<file path="src/rtl/jt6295_cmd_tx_if.sv">
// Request channel into the JT6295 command sequencer: valid/ready handshake
// carrying a play/stop request, channel mask, phrase number and attenuation.
interface jt6295_cmd_tx_if;
  logic       req_valid;
  logic       req_ready;
  logic       req_play;
  logic [3:0] req_ch;
  logic [6:0] req_phrase;
  logic [3:0] req_att;

  modport master (
    output req_valid, req_play, req_ch, req_phrase, req_att,
    input  req_ready
  );

  modport slave (
    input  req_valid, req_play, req_ch, req_phrase, req_att,
    output req_ready
  );
endinterface

</file>
<file path="src/rtl/jt6295_cmd_tx.sv">
// JT6295 command write sequencer: queues play/stop requests in a small FIFO and
// replays them as wrn/dout byte writes with programmable low, gap and start-gap timing.
module jt6295_cmd_tx #(
  parameter int AW        = 2,
  parameter int WR_LOW    = 4,
  parameter int WR_GAP    = 4,
  parameter int START_GAP = 16
) (
  input  logic             clk,
  input  logic             rst,
  input  logic             i_cen,
  jt6295_cmd_tx_if.slave   rq,
  output logic             o_wrn,
  output logic [7:0]       o_dout,
  output logic             o_idle,
  output logic [AW:0]      o_level
);

  localparam int DEPTH = 1 << AW;
  localparam int MAXC  = (START_GAP > WR_LOW)
                         ? ((START_GAP > WR_GAP) ? START_GAP : WR_GAP)
                         : ((WR_LOW > WR_GAP) ? WR_LOW : WR_GAP);
  localparam int CW    = (MAXC <= 2) ? 1 : $clog2(MAXC);

  localparam logic [CW-1:0] C_LOW   = CW'(WR_LOW - 1);
  localparam logic [CW-1:0] C_GAP   = CW'(WR_GAP - 1);
  localparam logic [CW-1:0] C_START = CW'(START_GAP - 1);
  localparam logic [AW:0]   L_FULL  = (AW+1)'(DEPTH);

  localparam logic [1:0] S_IDLE = 2'd0;
  localparam logic [1:0] S_LOW  = 2'd1;
  localparam logic [1:0] S_HIGH = 2'd2;

  logic [15:0]   r_mem [DEPTH];
  logic [AW-1:0] r_wptr;
  logic [AW-1:0] r_rptr;
  logic [AW:0]   r_level;
  logic [1:0]    r_state;
  logic [CW-1:0] r_cnt;
  logic [7:0]    r_byte2;
  logic          r_pend;
  logic          r_b2;

  logic          w_full;
  logic          w_push;
  logic          w_pop;
  logic [15:0]   w_head;
  logic          w_play;
  logic [3:0]    w_ch;
  logic [6:0]    w_phrase;
  logic [3:0]    w_att;

  function automatic logic [7:0] start_byte1(input logic [6:0] phrase);
    return {1'b1, phrase};
  endfunction

  function automatic logic [7:0] start_byte2(input logic [3:0] ch, input logic [3:0] att);
    return {ch, att};
  endfunction

  function automatic logic [7:0] stop_byte(input logic [3:0] ch);
    return {1'b0, ch, 3'b000};
  endfunction

  assign w_full       = (r_level == L_FULL);
  assign rq.req_ready = !w_full;
  assign w_push       = rq.req_valid && !w_full;
  assign w_pop        = (r_state == S_IDLE) && (r_level != '0);
  assign w_head       = r_mem[r_rptr];
  assign {w_play, w_ch, w_phrase, w_att} = w_head;

  assign o_idle  = (r_level == '0) && (r_state == S_IDLE);
  assign o_level = r_level;

  // FIFO storage: entry = {play, ch, phrase, att}
  always_ff @(posedge clk) begin
    if (w_push) r_mem[r_wptr] <= {rq.req_play, rq.req_ch, rq.req_phrase, rq.req_att};
  end

  always_ff @(posedge clk or posedge rst) begin
    if (rst) begin
      r_wptr  <= '0;
      r_rptr  <= '0;
      r_level <= '0;
    end else begin
      if (w_push) r_wptr <= r_wptr + 1'b1;
      if (w_pop)  r_rptr <= r_rptr + 1'b1;
      if (w_push && !w_pop)      r_level <= r_level + 1'b1;
      else if (w_pop && !w_push) r_level <= r_level - 1'b1;
    end
  end

  // Write FSM: dout only moves on the edge that drops wrn, so it is stable while wrn is low
  always_ff @(posedge clk or posedge rst) begin
    if (rst) begin
      r_state <= S_IDLE;
      r_cnt   <= '0;
      r_pend  <= 1'b0;
      r_b2    <= 1'b0;
      r_byte2 <= '0;
      o_wrn   <= 1'b1;
      o_dout  <= '0;
    end else begin
      case (r_state)
        S_IDLE: begin
          if (w_pop) begin
            o_wrn   <= 1'b0;
            r_cnt   <= C_LOW;
            r_b2    <= 1'b0;
            r_pend  <= w_play;
            r_byte2 <= start_byte2(w_ch, w_att);
            o_dout  <= w_play ? start_byte1(w_phrase) : stop_byte(w_ch);
            r_state <= S_LOW;
          end
        end
        S_LOW: begin
          if (i_cen) begin
            if (r_cnt == '0) begin
              o_wrn   <= 1'b1;
              r_cnt   <= r_b2 ? C_START : C_GAP;
              r_state <= S_HIGH;
            end else begin
              r_cnt <= r_cnt - 1'b1;
            end
          end
        end
        S_HIGH: begin
          if (i_cen) begin
            if (r_cnt == '0) begin
              if (r_pend) begin
                o_dout  <= r_byte2;
                o_wrn   <= 1'b0;
                r_cnt   <= C_LOW;
                r_pend  <= 1'b0;
                r_b2    <= 1'b1;
                r_state <= S_LOW;
              end else begin
                r_state <= S_IDLE;
              end
            end else begin
              r_cnt <= r_cnt - 1'b1;
            end
          end
        end
        default: r_state <= S_IDLE;
      endcase
    end
  end

endmodule

</file>
<file path="src/flat_wrapper.sv">
// flat-port wrapper written by rule: the top's interface ports become plain ports
module jt6295_cmd_tx_flat 
#(
  parameter int AW        = 2,
  parameter int WR_LOW    = 4,
  parameter int WR_GAP    = 4,
  parameter int START_GAP = 16
)
  (clk, rst, i_cen, o_wrn, o_dout, o_idle, o_level, rq_req_valid, rq_req_play, rq_req_ch, rq_req_phrase, rq_req_att, rq_req_ready);
  jt6295_cmd_tx_if rq_i ();
  input  logic clk;
  input  logic rst;
  input  logic i_cen;
  output logic o_wrn;
  output logic [7:0] o_dout;
  output logic o_idle;
  output logic [AW:0] o_level;
  input wire logic [$bits(rq_i.req_valid)-1:0] rq_req_valid;
  input wire logic [$bits(rq_i.req_play)-1:0] rq_req_play;
  input wire logic [$bits(rq_i.req_ch)-1:0] rq_req_ch;
  input wire logic [$bits(rq_i.req_phrase)-1:0] rq_req_phrase;
  input wire logic [$bits(rq_i.req_att)-1:0] rq_req_att;
  output wire logic [$bits(rq_i.req_ready)-1:0] rq_req_ready;
  assign rq_i.req_valid = rq_req_valid;
  assign rq_i.req_play = rq_req_play;
  assign rq_i.req_ch = rq_req_ch;
  assign rq_i.req_phrase = rq_req_phrase;
  assign rq_i.req_att = rq_req_att;
  assign rq_req_ready = rq_i.req_ready;
  jt6295_cmd_tx #(.AW(AW), .WR_LOW(WR_LOW), .WR_GAP(WR_GAP), .START_GAP(START_GAP)) u_core (.clk(clk), .rst(rst), .i_cen(i_cen), .rq(rq_i), .o_wrn(o_wrn), .o_dout(o_dout), .o_idle(o_idle), .o_level(o_level));
endmodule
</file>
<file path="config.mk">
export PLATFORM = sky130hd
export DESIGN_NAME = jt6295_cmd_tx_flat
export DESIGN_NICKNAME = d
export VERILOG_FILES = /design/src/rtl/jt6295_cmd_tx_if.sv /design/src/rtl/jt6295_cmd_tx.sv /design/src/flat_wrapper.sv
export SDC_FILE = /design/constraint.sdc
export NUM_CORES = 1
export LEC_CHECK = 0
export BUFFER_PORTS_ARGS = -buffer_cell sky130_fd_sc_hd__buf_2
export CORE_UTILIZATION = 40
export DETAILED_ROUTE_END_ITERATION = 16
export PLACE_DENSITY_LB_ADDON = 0.25
export SLEW_MARGIN = 10
export SYNTH_ARGS = -nofsm -noshare
export SYNTH_HDL_FRONTEND = slang
export SYNTH_SLANG_ARGS = --single-unit
</file>
<file path="constraint.sdc">
create_clock -name clk -period 7.3 [get_ports clk]
set_clock_uncertainty 0.2 [all_clocks]
set_input_delay 1.825 -clock clk [delete_from_list [all_inputs] [get_ports clk]]
set_output_delay 1.825 -clock clk [all_outputs]
set_load 0.1 [all_outputs]
</file>
==> results.ini, run 1 <==
[outcome]
status=complete, no violations

[timing]
setup_viol=0
finalCriticalPeriod_ns=4.26
max_freq_mhz=235
rsz0062_at_grt=false
max_slew_margin_pct=36.2
fin_ws_ns=3.04
finalHoldViolCount=0
tns_ns=0
final_max_slew_viol_count=0
fin_crit_sh_pct=58.3
worst_pin_slew_ns=0.958

[die]
dieHeight_um=104
dieArea_um2=10800
initial_core_util_pct=41.9
pin_count=34
fp.dieW_um=104
rows=36
core_um2=9910

[synthesis]
synth_area_per_cell_um2=16.3
yosysTopAreaCell=edfxtp_1
synthCells=254
synth_nets=286
synth.ff_latch_count=96
synth_warnings=0
synth_flop_cell=edfxtp_1
synth_area_leaders=edfxtp_1 46%, dfrtp_1 19%, mux4_2 8.7%
async_reset_ff_share_pct=33.3
synth_commonest_cells=64 x edfxtp_1, 31 x dfrtp_1, 16 x mux4_2
seq_area_frac_synth_pct=65.6
synth_edf_count=64
syn_area_um2=4150
synth_most_common_cell=edfxtp_1
netlist.area_leader.share_pct=46.3
post_synth_num_cell_types=46

[final_layout]
n_fill_cell=875
syn2layout_area_growth_pct=11.5
final_nets=325
drive_above_1_share_pct=31.9
n_antenna_cell=0
post-route-util_pct=46.7

[global_routing]
grt_pass1_wl_um=12500
grt.met2_usage_pct=26.3
grt-busiest-layer=met2
grt_pass1_vias=2384
grt_use_met3_pct=2.76
track_usage_pct=15.3
antenna_found_initial=0
grt_overflow=0
grt_max_degree=33
grtUsageMet1_pct=19.4

[setup_path]
worst-path-buf-inv=3
crit_type=register to output pin
crit_fanout=7
cp_slowest_stage_delay_ns=0.54
worstPathArrival_ns=2.23
start_kind=register
cp_cell_sequence=inv_1 > ha_1 > or4b_4 > inv_4 > buf_2
slowest_stage=or4b_4
crit_path_end_kind=output pin
cp.required_ns=5.28
cp_top_family=buffers and inverters

[drt]
first_iter_violations=76
wire_per_inst_um=17.4
drc=0
vias=2215
firstDrtPassIters=4
viasPerCell=5.14
ant_nets=0
finalWirelength_um=7520

[power]
power_density_nw_per_um2=474
ir_drop_uv=251
power.leakage_nw=1.77

[worst_hold_path]
hold_class=register to register

[cts]
clk_pin_slew_ns=0.10
cts_tree=done
clockRootBuffer=clkbuf_8
clk_path_buf_depth=2
cts_buffers=9
cts.repair.resized=0
cts_max_level=3
cts.sinks=96
holdBufCountCts=0
clock_latency_ns=0.36
cts_setup_buffers=0

[place]
io_buffers=33
place_congestion=0.779
pre_cts_slack_ns=3.41
dp_hpwl_um=4870

[job]
maxCapViolations=0

kinds of logic (layout without fill, tap and decap cells):
group                    Yosys count  after routing  share of synthesized area (%)
flip-flops                        96             96                           65.6
multiplexers                      36             36                           14.0
AND/OR/NAND/NOR                   34             34                           4.28
XOR/XNOR                           6              6                           1.27
adder cells (fa/ha/maj)           12             12                           3.80
buffers and inverters             23             67                           2.95
AO/OA/AOI/OAI                     47             47                           8.07
metrics by stage:
stage | hold slack (ns) | power [mW] | cell area (µm²) | cells
floorplan | 0.279 | 1.69 | 4150 | 254
CTS | 0.322 | 2.22 | 4630 | 431
global placement | 0.289 | 1.87 | 4450 | 415
global route | 0.334 | 2.34 | 4630 | 431
detailed placement | 0.296 | 1.89 | 4450 | 415
finish | 0.319 | 2.19 | 4630 | 431
cell type report:
| class | count | area (µm²) | area share [%] |
|---|---|---|---|
| Clock buffer | 10 | 128 | 2.76 |
| Clock inverter | 6 | 57.6 | 1.24 |
| Inverter | 14 | 55.1 | 1.19 |
| Multi-Input combinational cell | 135 | 1310 | 28.2 |
| Sequential cell | 96 | 2720 | 58.8 |
| Tap cell | 133 | 166 | 3.59 |
| Timing Repair Buffer | 37 | 195 | 4.21 |
final timing paths:
path	cells past startpoint	to	start	slack, ns
max in group asynchronous	3	u_core.o_wrn$_DFFE_PP1P_	rst	5.22
max reg2reg	6	u_core.o_dout[0]$_DFFE_PP0P_	u_core.r_state[0]$_DFFE_PP0P_	4.71
min in group asynchronous	3	u_core.r_byte2[1]$_DFFE_PP0P_	rst	1.34
max	5	o_idle	u_core.r_state[1]$_DFFE_PP0P_	3.04
min reg2reg	1	u_core.r_byte2[6]$_DFFE_PP0P_	u_core.r_byte2[6]$_DFFE_PP0P_	0.32
min	1	u_core.r_byte2[6]$_DFFE_PP0P_	u_core.r_byte2[6]$_DFFE_PP0P_	0.32
routing by layer:
metal,wire (µm),share of wire (%)
met3,157,2.1
met2,3820,51
met4,99,1.3
met1,3450,46
met5,0,0
worst reg2reg max path: stages (launching register included):
cell	delay, ns
dfrtp_1	0.42
inv_1	0.09
ha_1	0.51
inv_2	0.25
a2bb2oi_2	0.42
or2_1	0.42
o211ai_2	0.14
flip-flops by register name (all words and copies together) (netlist names), 2 cells and up:
register / count
u_core.r_mem: 64
u_core.o_dout: 8
u_core.r_byte2: 8
u_core.r_cnt: 4
u_core.o_level: 3
u_core.r_rptr: 2
u_core.r_state: 2
u_core.r_wptr: 2
cell usage in the layout, fill, tap and decap left out, types with 3 or more instances in the layout:
master / count
a21oi_1: 11
and3_1: 4
buf_2: 33
buf_4: 4
clkbuf_8: 9
dfrtp_1: 31
edfxtp_1: 64
ha_1: 11
inv_1: 12
inv_6: 3
mux2_2: 14
mux2i_1: 5
mux4_2: 16
nand2_1: 12
nor2_1: 7
o211ai_2: 4
o21ai_0: 15
o21ai_1: 5
xnor2_1: 3
xor2_1: 3
power by group:
part	total [mW]	switching [mW]	internal (mW)
logic	1.01	0.637	0.373
registers	0.852	0.0986	0.754
clock network	0.332	0.198	0.133
Note: power is estimated with default switching activity, not from simulation.
==> run 2, diff against run 1 <==
ABC_AREA = 1   (was not set)
clock period = 3.8 ns   (was 7.3 ns; I/O delays follow)
==> run 2 against run 1 <==
Utilization is 0.34 points lower; first-iteration DRC count rose to 2.6 times the previous value; hold slack worse by 0.030 ns; global-route usage increased by 0.76 points; setup slack worse by 2.2 ns; wire length is 12% higher; die area grew 5.8%; largest cell class unchanged; register-to-register slack lost 3.3 ns.
==> results.ini, run 2 <==
[setup_path]
start_kind=register
crit_path_end_kind=output pin
cp.required_ns=2.65
worstPathArrival_ns=1.79
crit_type=register to output pin
crit_fanout=5

[cts]
cts.repair.resized=0
clk_pin_slew_ns=0.09
cts_buffers=9
clk_path_buf_depth=2
holdBufCountCts=0
cts_max_level=3
clock_latency_ns=0.37
cts.sinks=96
clockRootBuffer=clkbuf_8
cts_tree=done
cts_setup_buffers=0

[die]
pin_count=34
core_um2=10500
dieArea_um2=11400
fp.dieW_um=107
dieHeight_um=107
rows=37
initial_core_util_pct=41.9

[drt]
viasPerCell=4.78
wire_per_inst_um=13.6
finalWirelength_um=8430
firstDrtPassIters=4
first_iter_violations=197
drc=0
ant_nets=0
vias=2968

[timing]
final_max_slew_viol_count=0
finalCriticalPeriod_ns=2.94
rsz0062_at_grt=false
tns_ns=0
finalHoldViolCount=0
fin_crit_sh_pct=77.4
holdWs_ns=0.289
worst_pin_slew_ns=0.525
setup_viol=0
max_slew_margin_pct=64.9
max_freq_mhz=340

[synthesis]
synth-compound-area-share_pct=4.81
post_synth_num_cell_types=32
synth.ff_latch_count=96
synth_fa_ha_area_share_pct=3.58
synth_flop_cell=edfxtp_1
synth_area_leaders=edfxtp_1 44%, dfrtp_1 18%, nand2_1 8.5%
synth_top_family_by_area=simple AND/OR/NAND/NOR gates
seq_area_frac_synth_pct=61.9
synthCells=443
async_reset_ff_share_pct=33.3
synth_nets=475
synth_area_per_cell_um2=9.93
synth-simple-area-share_pct=20.9
synth_commonest_cells=100 x nand2_1, 64 x edfxtp_1, 62 x nor2_1
synth_mux_area_share_pct=0.256
synth-xor-area-share_pct=0.995
netlist.area_leader.share_pct=43.7
syn_area_um2=4400
synth_most_common_cell=nand2_1
yosysTopAreaCell=edfxtp_1
synth_edf_count=64
synth_warnings=0

[final_layout]
syn2layout_area_growth_pct=10.8
reg.largest.list=u_core.r_mem (64), u_core.o_dout (8), u_core.r_byte2 (8)
final_cell_mix=100 x nand2_1, 64 x edfxtp_1, 62 x nor2_1
layout_commonest_cell=nand2_1
largest_register_ffs=64
final_nets=512
n_antenna_cell=0
drive_above_1_share_pct=16.1
top_register=u_core.r_mem

[outcome]
status=complete, no violations

[place]
dp_hpwl_um=5430
io_buffers=33
place_congestion=0.788

[global_routing]
track_usage_pct=16.0
grt_pass1_wl_um=13900
grt_max_degree=35
antenna_found_initial=0
grt_pass1_vias=2811
grt_overflow=0

[worst_hold_path]
hold_class=register to register

[job]
maxCapViolations=0

run 2: final timing paths:
kind / from / cells past startpoint / end / slack (ns)
worst max-delay path: u_core.r_state[0]$_DFFE_PP0P_ / 5 / o_idle / 0.86
worst min-delay path: u_core.o_dout[4]$_DFFE_PP0P_ / 2 / u_core.o_dout[4]$_DFFE_PP0P_ / 0.29
worst max register to register: u_core.r_state[0]$_DFFE_PP0P_ / 11 / u_core.o_dout[5]$_DFFE_PP0P_ / 1.41
worst min register to register: u_core.o_dout[4]$_DFFE_PP0P_ / 2 / u_core.o_dout[4]$_DFFE_PP0P_ / 0.29
max in group asynchronous: rst / 3 / u_core.o_wrn$_DFFE_PP1P_ / 2.61
min in group asynchronous: rst / 3 / u_core.o_level[1]$_DFFE_PP0P_ / 0.45
run 2: critical path, stage by stage, from the launching register on:
cell,delay [ns]
dfrtp_1,0.42
inv_1,0.10
ha_1,0.22
nand3_1,0.19
inv_1,0.08
buf_2,0.42
run 2: metal layers:
metal  wire, µm  up-vias  part of all wire (%)  global-route usage, %
met5          0        -                     0                      0
met4         70        0                  0.83                   4.50
met3        358        6                   4.2                   4.07
met2       3830       53                    45                   24.9
met1       4170     1408                    49                   22.3
li1           -     1501                     -                      -
run 2: layout make-up:
type / instances / area, µm²
fillers: 993 / 5630
flip-flops and latches: 96 / 2720
multi-input cells: 270 / 1350
inverters: 63 / 239
repair buffers: 40 / 218
well taps: 136 / 170
clock buffers: 10 / 128
clock inverters: 6 / 52.6
run 2: kinds of logic (layout without fill, tap and decap cells):
group,Yosys count,count (layout)
AOI/OAI and AO/OA,39,39
xor gates and xnor gates,5,5
adders and majority gates,12,12
buffers and inverters,77,119
DFF,96,96
muxes,1,1
and+or+nand+nor,213,213
run 2: per-stage QoR:
stage / instance area (µm²) / cells / utilization, % / worst slack (ns)
finish: 4880 / 621 / 46.4 / 0.858
global route: 4880 / 621 / 46.4 / 0.688
CTS: 4880 / 621 / 46.4 / 0.834
detailed placement: 4700 / 605 / 44.7 / 1.19
global placement: 4700 / 605 / 44.7 / 1.23
floorplan: 4400 / 443 / - / 0.314
Power of run 2 is not shown: default switching activity piles up to over one toggle a cycle in this logic, so the estimate is an artifact.
==> run 3, diff against run 2 <==
clock period = 2.88 ns   (was 3.8 ns; I/O delays follow)
==> run 3 against run 2 <==
Final area barely moved; count of clock-buffer cells in the layout unchanged; first-iteration DRC count down 18%; utilization barely moved; register-to-register slack got worse by 0.75 ns; via count shrank 1.0%; wire length shrank 2.5%; critical path depth unchanged; hold slack lost 0.054 ns; critical path type unchanged; setup slack lost 0.72 ns.
==> results.ini, run 3 (same netlist as run 2, synthesis figures left out) <==
[drt]
ant_nets=0
wire_per_inst_um=13.2
first_iter_violations=161
firstDrtPassIters=4
viasPerCell=4.72
drc=0
finalWirelength_um=8230
vias=2937

[timing]
holdWs_ns=0.235
tns_ns=0
max_slew_margin_pct=65.7
max_freq_mhz=364
rsz0062_at_grt=false
worst_pin_slew_ns=0.514
fin_crit_sh_pct=95.3
finalHoldViolCount=0
final_max_slew_viol_count=0
setup_viol=0
finalCriticalPeriod_ns=2.74

[final_layout]
syn2layout_area_growth_pct=10.9
n_antenna_cell=0
final_cell_mix=99 x nand2_1, 64 x edfxtp_1, 62 x nor2_1
final_cell_count_no_fill=622
final_cell_area_um2=4880
layout_commonest_cell=nand2_1
final_nets=514
largest_register_ffs=64
top_register=u_core.r_mem
drive_above_1_share_pct=16.9
reg.largest.list=u_core.r_mem (64), u_core.o_dout (8), u_core.r_byte2 (8)

[global_routing]
antenna_found_initial=0
grt_pass1_vias=2875
grt_max_degree=34
grt_pass1_wl_um=13900
track_usage_pct=16.0
grt_overflow=0

[cts]
clockRootBuffer=clkbuf_8
holdBufCountCts=0
cts.repair.resized=0
clk_path_buf_depth=2
cts_max_level=3
cts_setup_buffers=0
cts_buffers=9
cts.sinks=96
cts_tree=done
clock_latency_ns=0.36
clk_pin_slew_ns=0.09

[die]
pin_count=34
dieArea_um2=11400
fp.dieW_um=107
dieHeight_um=107
initial_core_util_pct=41.9
rows=37
core_um2=10500

[setup_path]
ff2ff_path_depth=9
cp.required_ns=1.96
timing.rr.end=u_core.o_level[2]$_DFFE_PP0P_
crit_path_end_kind=output pin
crit_fanout=5
rrSetupSlack_ns=0.66
worstPathArrival_ns=1.82
worstReg2RegStart=u_core.r_state[0]$_DFFE_PP0P_
crit_type=register to output pin
start_kind=register

[place]
placed_cell_area_um2=4720
io_buffers=33
dp_hpwl_um=5510
place_congestion=0.777
placedCellCount=607

[job]
maxCapViolations=0

[outcome]
status=complete, no violations

[worst_hold_path]
hold_class=primary input to async pin

==> run 3: cell type report <==
class,count,area (µm²)
clock buffers,10,128
repair buffers,42,233
flip-flops and latches,96,2730
clock inverters,5,35.0
inverters,63,239
well taps,136,170
fillers,976,5630
multi-input cells,270,1350
==> run 3: critical path, cell delays in order (launching register included) <==
cell	delay, ns
dfrtp_1	0.43
inv_1	0.10
ha_1	0.23
nand3_1	0.21
inv_1	0.09
buf_2	0.42
==> run 3: worst max path at each step <==
stage	start	end	slack (ns)
2_1_floorplan	u_core.o_level[1]$_DFFE_PP0P_	u_core.o_level[2]$_DFFE_PP0P_	0.05
3_3_place_gp	rq_req_valid	u_core.o_level[2]$_DFFE_PP0P_	0.52
3_5_place_dp	rq_req_valid	u_core.o_level[2]$_DFFE_PP0P_	0.46
4_1_cts	u_core.r_state[0]$_DFFE_PP0P_	o_idle	0.12
5_1_grt	u_core.r_state[0]$_DFFE_PP0P_	o_idle	0.02
6_report	u_core.r_state[0]$_DFFE_PP0P_	o_idle	0.14
==> run 3: per-stage QoR <==
stage / setup WS [ns] / util [%]
after floorplan: 0.0546 / -
after global placement: 0.522 / 44.9
after detailed placement: 0.464 / 44.9
after CTS: 0.121 / 46.4
after global routing: 0.0242 / 46.4
final: 0.135 / 46.4
==> run 3: per-layer routing <==
| layer | share of wire (%) | track usage, % |
|---|---|---|
| met3 | 4.4 | 4.32 |
| met1 | 49 | 21.2 |
| met2 | 46 | 26.0 |
| met4 | 1.1 | 4.40 |
| met5 | 0 | 0 |
Power of run 3 is left out for the same reason.
